<file path="config.mk">
export PLATFORM = sky130hd
export DESIGN_NAME = uut_run_sequencer
export DESIGN_NICKNAME = d
export VERILOG_FILES = /design/src/rtl/uut_run_pkg.sv /design/src/rtl/bit_synchronizer.sv /design/src/rtl/uut_run_sequencer.sv
export SDC_FILE = /design/constraint.sdc
export NUM_CORES = 1
export LEC_CHECK = 0
export CAP_MARGIN = 20
export CORE_AREA = 2 2 109 111
export CTS_CLUSTER_DIAMETER = 80
export CTS_CLUSTER_SIZE = 24
export DETAILED_ROUTE_END_ITERATION = 6
export DIE_AREA = 0 0 111 113
export GPL_TIMING_DRIVEN = 0
export PLACE_DENSITY = 0.76
export SLEW_MARGIN = 30
export SYNTH_ARGS = -nofsm -noshare
export SYNTH_HDL_FRONTEND = slang
export SYNTH_SLANG_ARGS = --single-unit
export TNS_END_PERCENT = 20
</file>
<file path="constraint.sdc">
create_clock -name clk -period 4.7 [get_ports clk]
set_input_delay 1.175 -clock clk [delete_from_list [all_inputs] [get_ports clk]]
set_output_delay 1.175 -clock clk [all_outputs]
set_load 0.05 [all_outputs]
</file>
<file path="src/rtl/uut_run_pkg.sv">
// Shared types and constants for the UUT run sequencer.
package uut_run_pkg;

    typedef enum logic [2:0] {
        IDLE,
        SEL_CLK,
        RST_HOLD,
        RUN,
        DONE
    } state_t;

    localparam logic [1:0] CLK_SEL_DIV4 = 2'b00;
    localparam logic [1:0] CLK_SEL_DIV2 = 2'b01;
    localparam logic [1:0] CLK_SEL_MAX  = 2'b10;

endpackage

</file>
<file path="src/rtl/bit_synchronizer.sv">
// Multi-flop synchroniser bringing a single asynchronous bit into the clk domain.
module bit_synchronizer #(
    parameter int STAGES = 2
) (
    input  logic clk,
    input  logic rst,
    input  logic d,
    output logic q
);

    logic [STAGES-1:0] sync_q;

    always_ff @(posedge clk or posedge rst) begin
        if (rst) begin
            sync_q <= '0;
        end else begin
            sync_q <= {sync_q[STAGES-2:0], d};
        end
    end

    assign q = sync_q[STAGES-1];

endmodule

</file>
<file path="src/rtl/uut_run_sequencer.sv">
// Sequences one measured UUT run: clock select, settle, reset hold, then a
// cycle-counted run that ends on UUT completion, timeout or abort.
module uut_run_sequencer
    import uut_run_pkg::*;
#(
    parameter int CNT_W         = 32,
    parameter int SETTLE_CYCLES = 8,
    parameter int RST_CYCLES    = 16,
    parameter int SYNC_STAGES   = 2
) (
    input  logic             clk,
    input  logic             rst,
    input  logic             start,
    input  logic             abort,
    input  logic [1:0]       clk_sel_req,
    input  logic [CNT_W-1:0] timeout_limit,
    input  logic             end_uut,
    output logic             rst_uut,
    output logic [1:0]       clk_uut_sel,
    output logic             busy,
    output logic             done,
    output logic             timeout,
    output logic             aborted,
    output logic [CNT_W-1:0] cycle_count
);

    localparam int PH_MAX = (SETTLE_CYCLES > RST_CYCLES) ? SETTLE_CYCLES : RST_CYCLES;
    localparam int PH_W   = $clog2(PH_MAX + 1);

    state_t           state_q, state_d;
    logic [PH_W-1:0]  phase_q, phase_d;
    logic [1:0]       sel_q, sel_d;
    logic [CNT_W-1:0] limit_q, limit_d;
    logic [CNT_W-1:0] count_q, count_d;
    logic [CNT_W-1:0] count_inc;
    logic             armed_q, armed_d;
    logic             rst_uut_q, rst_uut_d;
    logic             done_q, done_d;
    logic             timeout_q, timeout_d;
    logic             aborted_q, aborted_d;
    logic             end_sync;

    bit_synchronizer #(
        .STAGES(SYNC_STAGES)
    ) u_end_sync (
        .clk(clk),
        .rst(rst),
        .d  (end_uut),
        .q  (end_sync)
    );

    // Saturating increment; exit checks use the post-increment value so the
    // count reported in DONE equals the number of RUN cycles spent.
    assign count_inc = (&count_q) ? count_q : count_q + {{(CNT_W-1){1'b0}}, 1'b1};

    always_comb begin
        state_d   = state_q;
        phase_d   = phase_q;
        sel_d     = sel_q;
        limit_d   = limit_q;
        count_d   = count_q;
        armed_d   = armed_q;
        rst_uut_d = rst_uut_q;
        done_d    = 1'b0;
        timeout_d = timeout_q;
        aborted_d = aborted_q;

        case (state_q)
            IDLE: begin
                if (start) begin
                    state_d   = SEL_CLK;
                    phase_d   = '0;
                    sel_d     = clk_sel_req;
                    limit_d   = timeout_limit;
                    count_d   = '0;
                    timeout_d = 1'b0;
                    aborted_d = 1'b0;
                    rst_uut_d = 1'b1;
                end
            end
            SEL_CLK: begin
                if (phase_q == PH_W'(SETTLE_CYCLES - 1)) begin
                    state_d = RST_HOLD;
                    phase_d = '0;
                end else begin
                    phase_d = phase_q + 1'b1;
                end
            end
            RST_HOLD: begin
                armed_d = 1'b0;
                if (phase_q == PH_W'(RST_CYCLES - 1)) begin
                    state_d   = RUN;
                    rst_uut_d = 1'b0;
                end else begin
                    phase_d = phase_q + 1'b1;
                end
            end
            RUN: begin
                count_d = count_inc;
                // A level already high at release must fall before it can count as completion.
                if (!end_sync) begin
                    armed_d = 1'b1;
                end
                if (armed_q && end_sync) begin
                    state_d = DONE;
                    done_d  = 1'b1;
                end else if ((limit_q != '0) && (count_inc == limit_q)) begin
                    state_d   = DONE;
                    done_d    = 1'b1;
                    timeout_d = 1'b1;
                    rst_uut_d = 1'b1;
                end
            end
            DONE: begin
                state_d = IDLE;
            end
            default: begin
                state_d = IDLE;
            end
        endcase

        if (abort && (state_q == SEL_CLK || state_q == RST_HOLD || state_q == RUN)) begin
            state_d   = DONE;
            done_d    = 1'b1;
            aborted_d = 1'b1;
            timeout_d = 1'b0;
            rst_uut_d = 1'b1;
        end
    end

    always_ff @(posedge clk or posedge rst) begin
        if (rst) begin
            state_q   <= IDLE;
            phase_q   <= '0;
            sel_q     <= CLK_SEL_MAX;
            limit_q   <= '0;
            count_q   <= '0;
            armed_q   <= 1'b0;
            rst_uut_q <= 1'b1;
            done_q    <= 1'b0;
            timeout_q <= 1'b0;
            aborted_q <= 1'b0;
        end else begin
            state_q   <= state_d;
            phase_q   <= phase_d;
            sel_q     <= sel_d;
            limit_q   <= limit_d;
            count_q   <= count_d;
            armed_q   <= armed_d;
            rst_uut_q <= rst_uut_d;
            done_q    <= done_d;
            timeout_q <= timeout_d;
            aborted_q <= aborted_d;
        end
    end

    assign rst_uut     = rst_uut_q;
    assign clk_uut_sel = sel_q;
    assign busy        = (state_q != IDLE);
    assign done        = done_q;
    assign timeout     = timeout_q;
    assign aborted     = aborted_q;
    assign cycle_count = count_q;

endmodule

</file>
==> metrics, run 1 <==
Mean Syn Cell Area 9.20 um2; Total Neg Setup Slack 0 ps; Critical Path Fanout Max 10; die area 12,500 um2; GP Congestion 0.985; worst hold path depth 0; arrival time at the worst endpoint 4560 ps; most frequent cells after synthesis dfrtp_1 (79), nand2_1 (53), o21ai_0 (52); asr flop ratio synth 1.00; RSZ-0062 raised after global routing no; final net count 678; Area Growth Syn to Fin 25.2%; post-synthesis sequential area ratio 0.402; Clock Tree Buf Depth 2; largest net degree at the start of global routing 55; post-route clock period utilization 0.923; number of cell rows 39; TritonCTS clock tree built; WL per Instance 19.4 um; vias in the first global route 4,635; YS warnings 0; Via density 6.08; Hold Path Origin u_end_sync.sync_q[0]$_DFF_PP0_; core area 11,300 um2; CP Capture Type flop; Max rail drop VDD 0.226 mV; layout cells sized above 1 0.119; CTS resizes 0; min Tclk post-route 4340 ps; fillcell total 1,032; Max-Cap Viols 0; grt ovf 0; hold endpoint u_end_sync.sync_q[1]$_DFF_PP0_; register bit total from synthesis 81; Syn Inst Count 548; Power Density 377 nW/um2; Clock transition at path regs 60 ps; EDFF count, synth 0; Post-CTS Setup Inserts 0; All-Layer GR Usage 0.249; Max Clock Skew 6.28 ps; footprint of the multi-input gates 2820 um2; placed inst area 6020 um2; status finished clean; storage element area 2030 um2; Yosys cell types 61; top cells by area, synth dfrtp_1 (39%), mux2_2 (8.0%), xnor2_1 (6.4%), o21ai_0 (5.2%), nand2_1 (3.9%); first-pass GRT wire length 24,700 um; antenna-violating nets left 0; CP required 4920 ps; Rel. slew slack 0.357; Final Hold Viols 0; Slew Viols, Final 0; CTS buffer count 9; reg-to-reg startpoint cycle_count[0]$_DFFE_PP0P_; most frequent cell after synthesis dfrtp_1; # clock sinks 81; Starting Density 0.447; top_reg_cell synth dfrtp_1; Setup CP Type reg -> reg; synthesized area 5040 um2; # IOs 78; htree depth 3; top-area cell type share of the netlist area 0.392; crit start category flop; clock root buffer clkbuf_16; Post-Synthesis Net Count 590; final instance area 6310 um2; final WL 15,200 um; CTS Hold Bufs 0; R2R cell count 11; Hold Path Class reg -> reg; initial antenna violation count 0; dpl hpwl 11,300 um; Clk Latency, worst-skew pair 340 ps; Die X 111 um; Leak 2.40 nW; Iteration-0 DRC Markers 393; leading area contributor after synthesis dfrtp_1; reg2reg setup slack 360 ps; Final setup viols 0; Remaining DRCs 0; worst reg2reg endpoint state_q[1]$_DFFE_PP0P_; Die H 113 um; fmax 0.230 GHz; DR vias 4,765; Worst Tran Pin Value 955 ps; number of inserted diodes 0; Detailed Routing Iterations Pass 1 5; I/O Buffers 76
cells by family (layout without fill, tap and decap cells):
kind of cell,Yosys count,count (layout),synth area share
multiplexers,40,40,0.0883
AO/OA/AOI/OAI,139,139,0.177
flip-flops,81,81,0.402
buffers and inverters,48,141,0.0392
AND/OR/NAND/NOR,187,187,0.199
adder cells (fa/ha/maj),3,3,0.00744
XOR/XNOR,50,50,0.0868
final cells by class:
| type | count | area share |
|---|---|---|
| Multi-Input combinational cell | 419 | 0.447 |
| Sequential cell | 81 | 0.321 |
| Timing Repair Buffer | 77 | 0.125 |
| Clock buffer | 13 | 0.0396 |
| Tap cell | 143 | 0.0283 |
| Buffer | 39 | 0.0260 |
| Clock inverter | 3 | 0.00674 |
| Inverter | 9 | 0.00614 |
metal layers:
metal | GRT usage | up-vias | routed length [um]
met5 | 0 | - | 0
met4 | 0.0967 | 0 | 447
met3 | 0.0450 | 37 | 963
met2 | 0.391 | 184 | 7030
met1 | 0.345 | 2337 | 6780
li1 | - | 2207 | -
worst max-delay path: stages, from the launching register on:
cell and delay, ps:
dfrtp_1 460, ha_1 180, clkbuf_2 190, nand4_2 280, nor4_4 530, clkbuf_1 490
nand2_1 360, a2111oi_0 550, nand4_1 200, or4_1 540, buf_2 190, a41o_1 240
report_power, final:
group / internal, mW / total [mW] / switching, mW
registers: 0.839 / 1.00 / 0.163
logic: 0.340 / 0.680 / 0.340
clock network: 0.426 / 0.701 / 0.275
total: 1.61 / 2.38 / 0.778
stage by stage:
step	setup WS, ps	hold slack [ps]	cells	utilization	total power [mW]
after CTS	443	349	784	0.560	2.39
after floorplan	840	331	548	-	1.46
final	360	346	784	0.560	2.38
after detailed placement	472	336	768	0.534	1.69
after global placement	189	333	767	0.531	1.66
after global routing	160	359	784	0.560	2.51
flip-flops by register name, summed over array words and instances (netlist names):
register           count
armed_q                1
timeout                1
u_end_sync.sync_q      2
aborted                1
state_q                3
rst_uut                1
phase_q                5
limit_q               32
done                   1
cycle_count           32
clk_uut_sel            2
layout by cell type, fill, tap and decap left out, types with 4 or more instances in the layout:
cell,n
inv_1,7
clkdlybuf4s50_1,76
dfrtp_1,79
a21oi_1,21
xnor2_1,37
mux2i_1,4
o221ai_1,4
a31oi_1,7
nand3_1,17
nand2_1,53
nor2_1,29
nor4_1,14
and4_1,4
o21ai_0,52
buf_2,12
and3_1,8
nand4_1,19
xor2_1,13
clkbuf_16,9
o31ai_1,14
mux2_2,36
nand2b_1,4
clkbuf_1,27
or4_1,5
o22ai_1,4
a21o_1,4
o211ai_1,5
nor3_1,11
worst max path at each step:
stage / start / to / slack (ps) / depth (start not counted)
3_3_place_gp: rst / limit_q[12]$_DFFE_PP0P_ / 190 / 2
5_1_grt: cycle_count[0]$_DFFE_PP0P_ / state_q[1]$_DFFE_PP0P_ / 160 / 11
6_report: cycle_count[0]$_DFFE_PP0P_ / state_q[1]$_DFFE_PP0P_ / 360 / 11
4_1_cts: cycle_count[0]$_DFFE_PP0P_ / state_q[1]$_DFFE_PP0P_ / 440 / 11
2_1_floorplan: cycle_count[0]$_DFFE_PP0P_ / state_q[1]$_DFFE_PP0P_ / 840 / 11
3_5_place_dp: cycle_count[0]$_DFFE_PP0P_ / state_q[1]$_DFFE_PP0P_ / 470 / 11
Note: power is estimated with default switching activity, not from simulation.
==> run 2, diff against run 1 <==
- HOLD_SLACK_MARGIN: default -> 0.06
==> results of run 2 <==
No change in the layout: final DEF, timing and power equal those of run 1.
==> run 3, diff against run 2 <==
- CTS_BUF_LIST: default -> sky130_fd_sc_hd__clkbuf_8
- SETUP_SLACK_MARGIN: default -> 0.5
- TNS_END_PERCENT: 20 -> default
==> metrics, run 3 (synthesized netlist as in run 1, its figures left out) <==
worst hold path depth 0 (unchanged); Rel. slew slack 0.398 (was 0.357); fillcell total 1,053 (was 1,032); TritonCTS clock tree built (unchanged); dpl hpwl 11,300 um (unchanged); Die X 111 um (unchanged); GP Congestion 0.985 (unchanged); reg-to-reg startpoint cycle_count[0]$_DFFE_PP0P_ (unchanged); core area 11,300 um2 (unchanged); post-route clock period utilization 0.870 (was 0.923); R2R cell count 11 (unchanged); number of cell rows 39 (unchanged); instance count on the critical path 11 (unchanged); RSZ-0062 raised after global routing no (unchanged); CP bufs+invs 3 (unchanged); first-pass GRT wire length 24,500 um (was 24,700 um); CP max stage delay 540 ps (was 550 ps); number of inserted diodes 0 (unchanged); Max-Cap Viols 0 (unchanged); Critical Path Fanout Max 10 (unchanged); Final setup viols 0 (unchanged); htree depth 3 (unchanged); Die H 113 um (unchanged); vias in the first global route 4,591 (was 4,635); arrival time at the worst endpoint 4340 ps (was 4560 ps); grt ovf 0 (unchanged); # IOs 78 (unchanged); WL per Instance 19.2 um (was 19.4 um); final net count 680 (was 678); Setup CP Type reg -> reg (unchanged); worst reg2reg endpoint state_q[1]$_DFFE_PP0P_ (unchanged); Clk Latency, worst-skew pair 370 ps (was 340 ps); initial antenna violation count 0 (unchanged); CTS buffer count 9 (unchanged); Power Density 350 nW/um2 (was 377 nW/um2); DR vias 4,741 (was 4,765); clock root buffer clkbuf_8 (was clkbuf_16); Max rail drop VDD 0.239 mV (was 0.226 mV); largest net degree at the start of global routing 55 (unchanged); most common cell after layout, fill and taps aside dfrtp_1 (unchanged); final WL 15,100 um (was 15,200 um); status finished clean (unchanged); Area Growth Syn to Fin 24.0% (was 25.2%); hold endpoint u_end_sync.sync_q[1]$_DFF_PP0_ (unchanged); layout cells sized above 1 0.124 (was 0.119); min Tclk post-route 4090 ps (was 4340 ps); die area 12,500 um2 (unchanged); antenna-violating nets left 0 (unchanged); Via density 6.03 (was 6.08); Total Neg Setup Slack 0 ps (unchanged); Hold Path Class reg -> reg (unchanged); Clock transition at path regs 80 ps (was 60 ps); Detailed Routing Iterations Pass 1 5 (unchanged); Iteration-0 DRC Markers 410 (was 393); CTS Hold Bufs 0 (unchanged); placed inst area 6020 um2 (unchanged); crit-path cells ha_1 > clkbuf_2 > nand4_4 > nor4_4 > clkbuf_1 > nand2_1 > a2111oi_0 > nand4_1 > or4_1 > buf_2 > a41o_1 (was ha_1 > clkbuf_2 > nand4_2 > nor4_4 > clkbuf_1 > nand2_1 > a2111oi_0 > nand4_1 > or4_1 > buf_2 > a41o_1); final instance area 6250 um2 (was 6310 um2); All-Layer GR Usage 0.247 (was 0.249); Final Hold Viols 0 (unchanged); Clock Tree Buf Depth 2 (unchanged); CP max stage cell a2111oi_0 (unchanged); delay-heaviest family, CP simple AND/OR/NAND/NOR gates (unchanged); most frequent cells in the layout dfrtp_1 (79), clkdlybuf4s50_1 (76), nand2_1 (53), o21ai_0 (52), xnor2_1 (37) (unchanged); CP required 4950 ps (was 4920 ps); # clock sinks 81 (unchanged); Hold Path Origin u_end_sync.sync_q[0]$_DFF_PP0_ (unchanged); CP Capture Type flop (unchanged); reg2reg setup slack 610 ps (was 360 ps); I/O Buffers 76 (unchanged); hold slack 351 ps (was 346 ps); Starting Density 0.447 (unchanged); fmax 0.245 GHz (was 0.230 GHz); Leak 2.40 nW (about the same); Max Clock Skew 9.98 ps (was 6.28 ps); crit start category flop (unchanged); Slew Viols, Final 0 (unchanged); Remaining DRCs 0 (unchanged); Worst Tran Pin Value 894 ps (was 955 ps)
==> run 3: how the worst max path moves through the flow <==
| stage | start | end | slack [ps] |
|---|---|---|---|
| 2_1_floorplan | cycle_count[0]$_DFFE_PP0P_ | state_q[1]$_DFFE_PP0P_ | 840 |
| 6_report | cycle_count[0]$_DFFE_PP0P_ | state_q[1]$_DFFE_PP0P_ | 610 |
| 3_3_place_gp | rst | limit_q[12]$_DFFE_PP0P_ | 190 |
| 5_1_grt | cycle_count[0]$_DFFE_PP0P_ | state_q[1]$_DFFE_PP0P_ | 500 |
| 4_1_cts | cycle_count[0]$_DFFE_PP0P_ | state_q[1]$_DFFE_PP0P_ | 520 |
| 3_5_place_dp | cycle_count[0]$_DFFE_PP0P_ | state_q[1]$_DFFE_PP0P_ | 470 |
==> run 3: stage by stage <==
stage,instances,utilization,worst slack [ps],total power [mW]
after CTS,785,0.551,522,2.20
after detailed placement,768,0.534,472,1.69
after global placement,767,0.531,189,1.66
final,786,0.555,613,2.19
after global routing,786,0.555,501,2.31
after floorplan,548,-,840,1.46
==> run 3: final cells by class <==
class | count | area, um2 | share of cell area
multi-input combinational | 419 | 2850 | 0.455
sequential | 81 | 2030 | 0.324
timing repair buffer | 79 | 803 | 0.128
tap | 143 | 179 | 0.0286
buffer | 39 | 164 | 0.0262
clock buffer | 10 | 138 | 0.0220
clock inverter | 6 | 53.8 | 0.00860
inverter | 9 | 38.8 | 0.00620
==> run 3: layer usage <==
| layer | vias up | track usage | wire, um |
|---|---|---|---|
| li1 | 2209 | - | - |
| met1 | 2298 | 0.342 | 6700 |
| met2 | 196 | 0.388 | 6960 |
| met3 | 38 | 0.0428 | 925 |
| met4 | 0 | 0.100 | 484 |
| met5 | - | 0 | 0 |
==> run 3: what timing repair did <==
item,in CTS,in global routing
setup endpoints to repair,3,6
gates resized for setup,0,5
pin swaps,1,2
buffers inserted,1,1
==> run 3: where the power goes <==
group          switching (mW)  internal [mW]
combinational           0.340          0.341
sequential              0.165          0.838
clock                   0.252          0.253
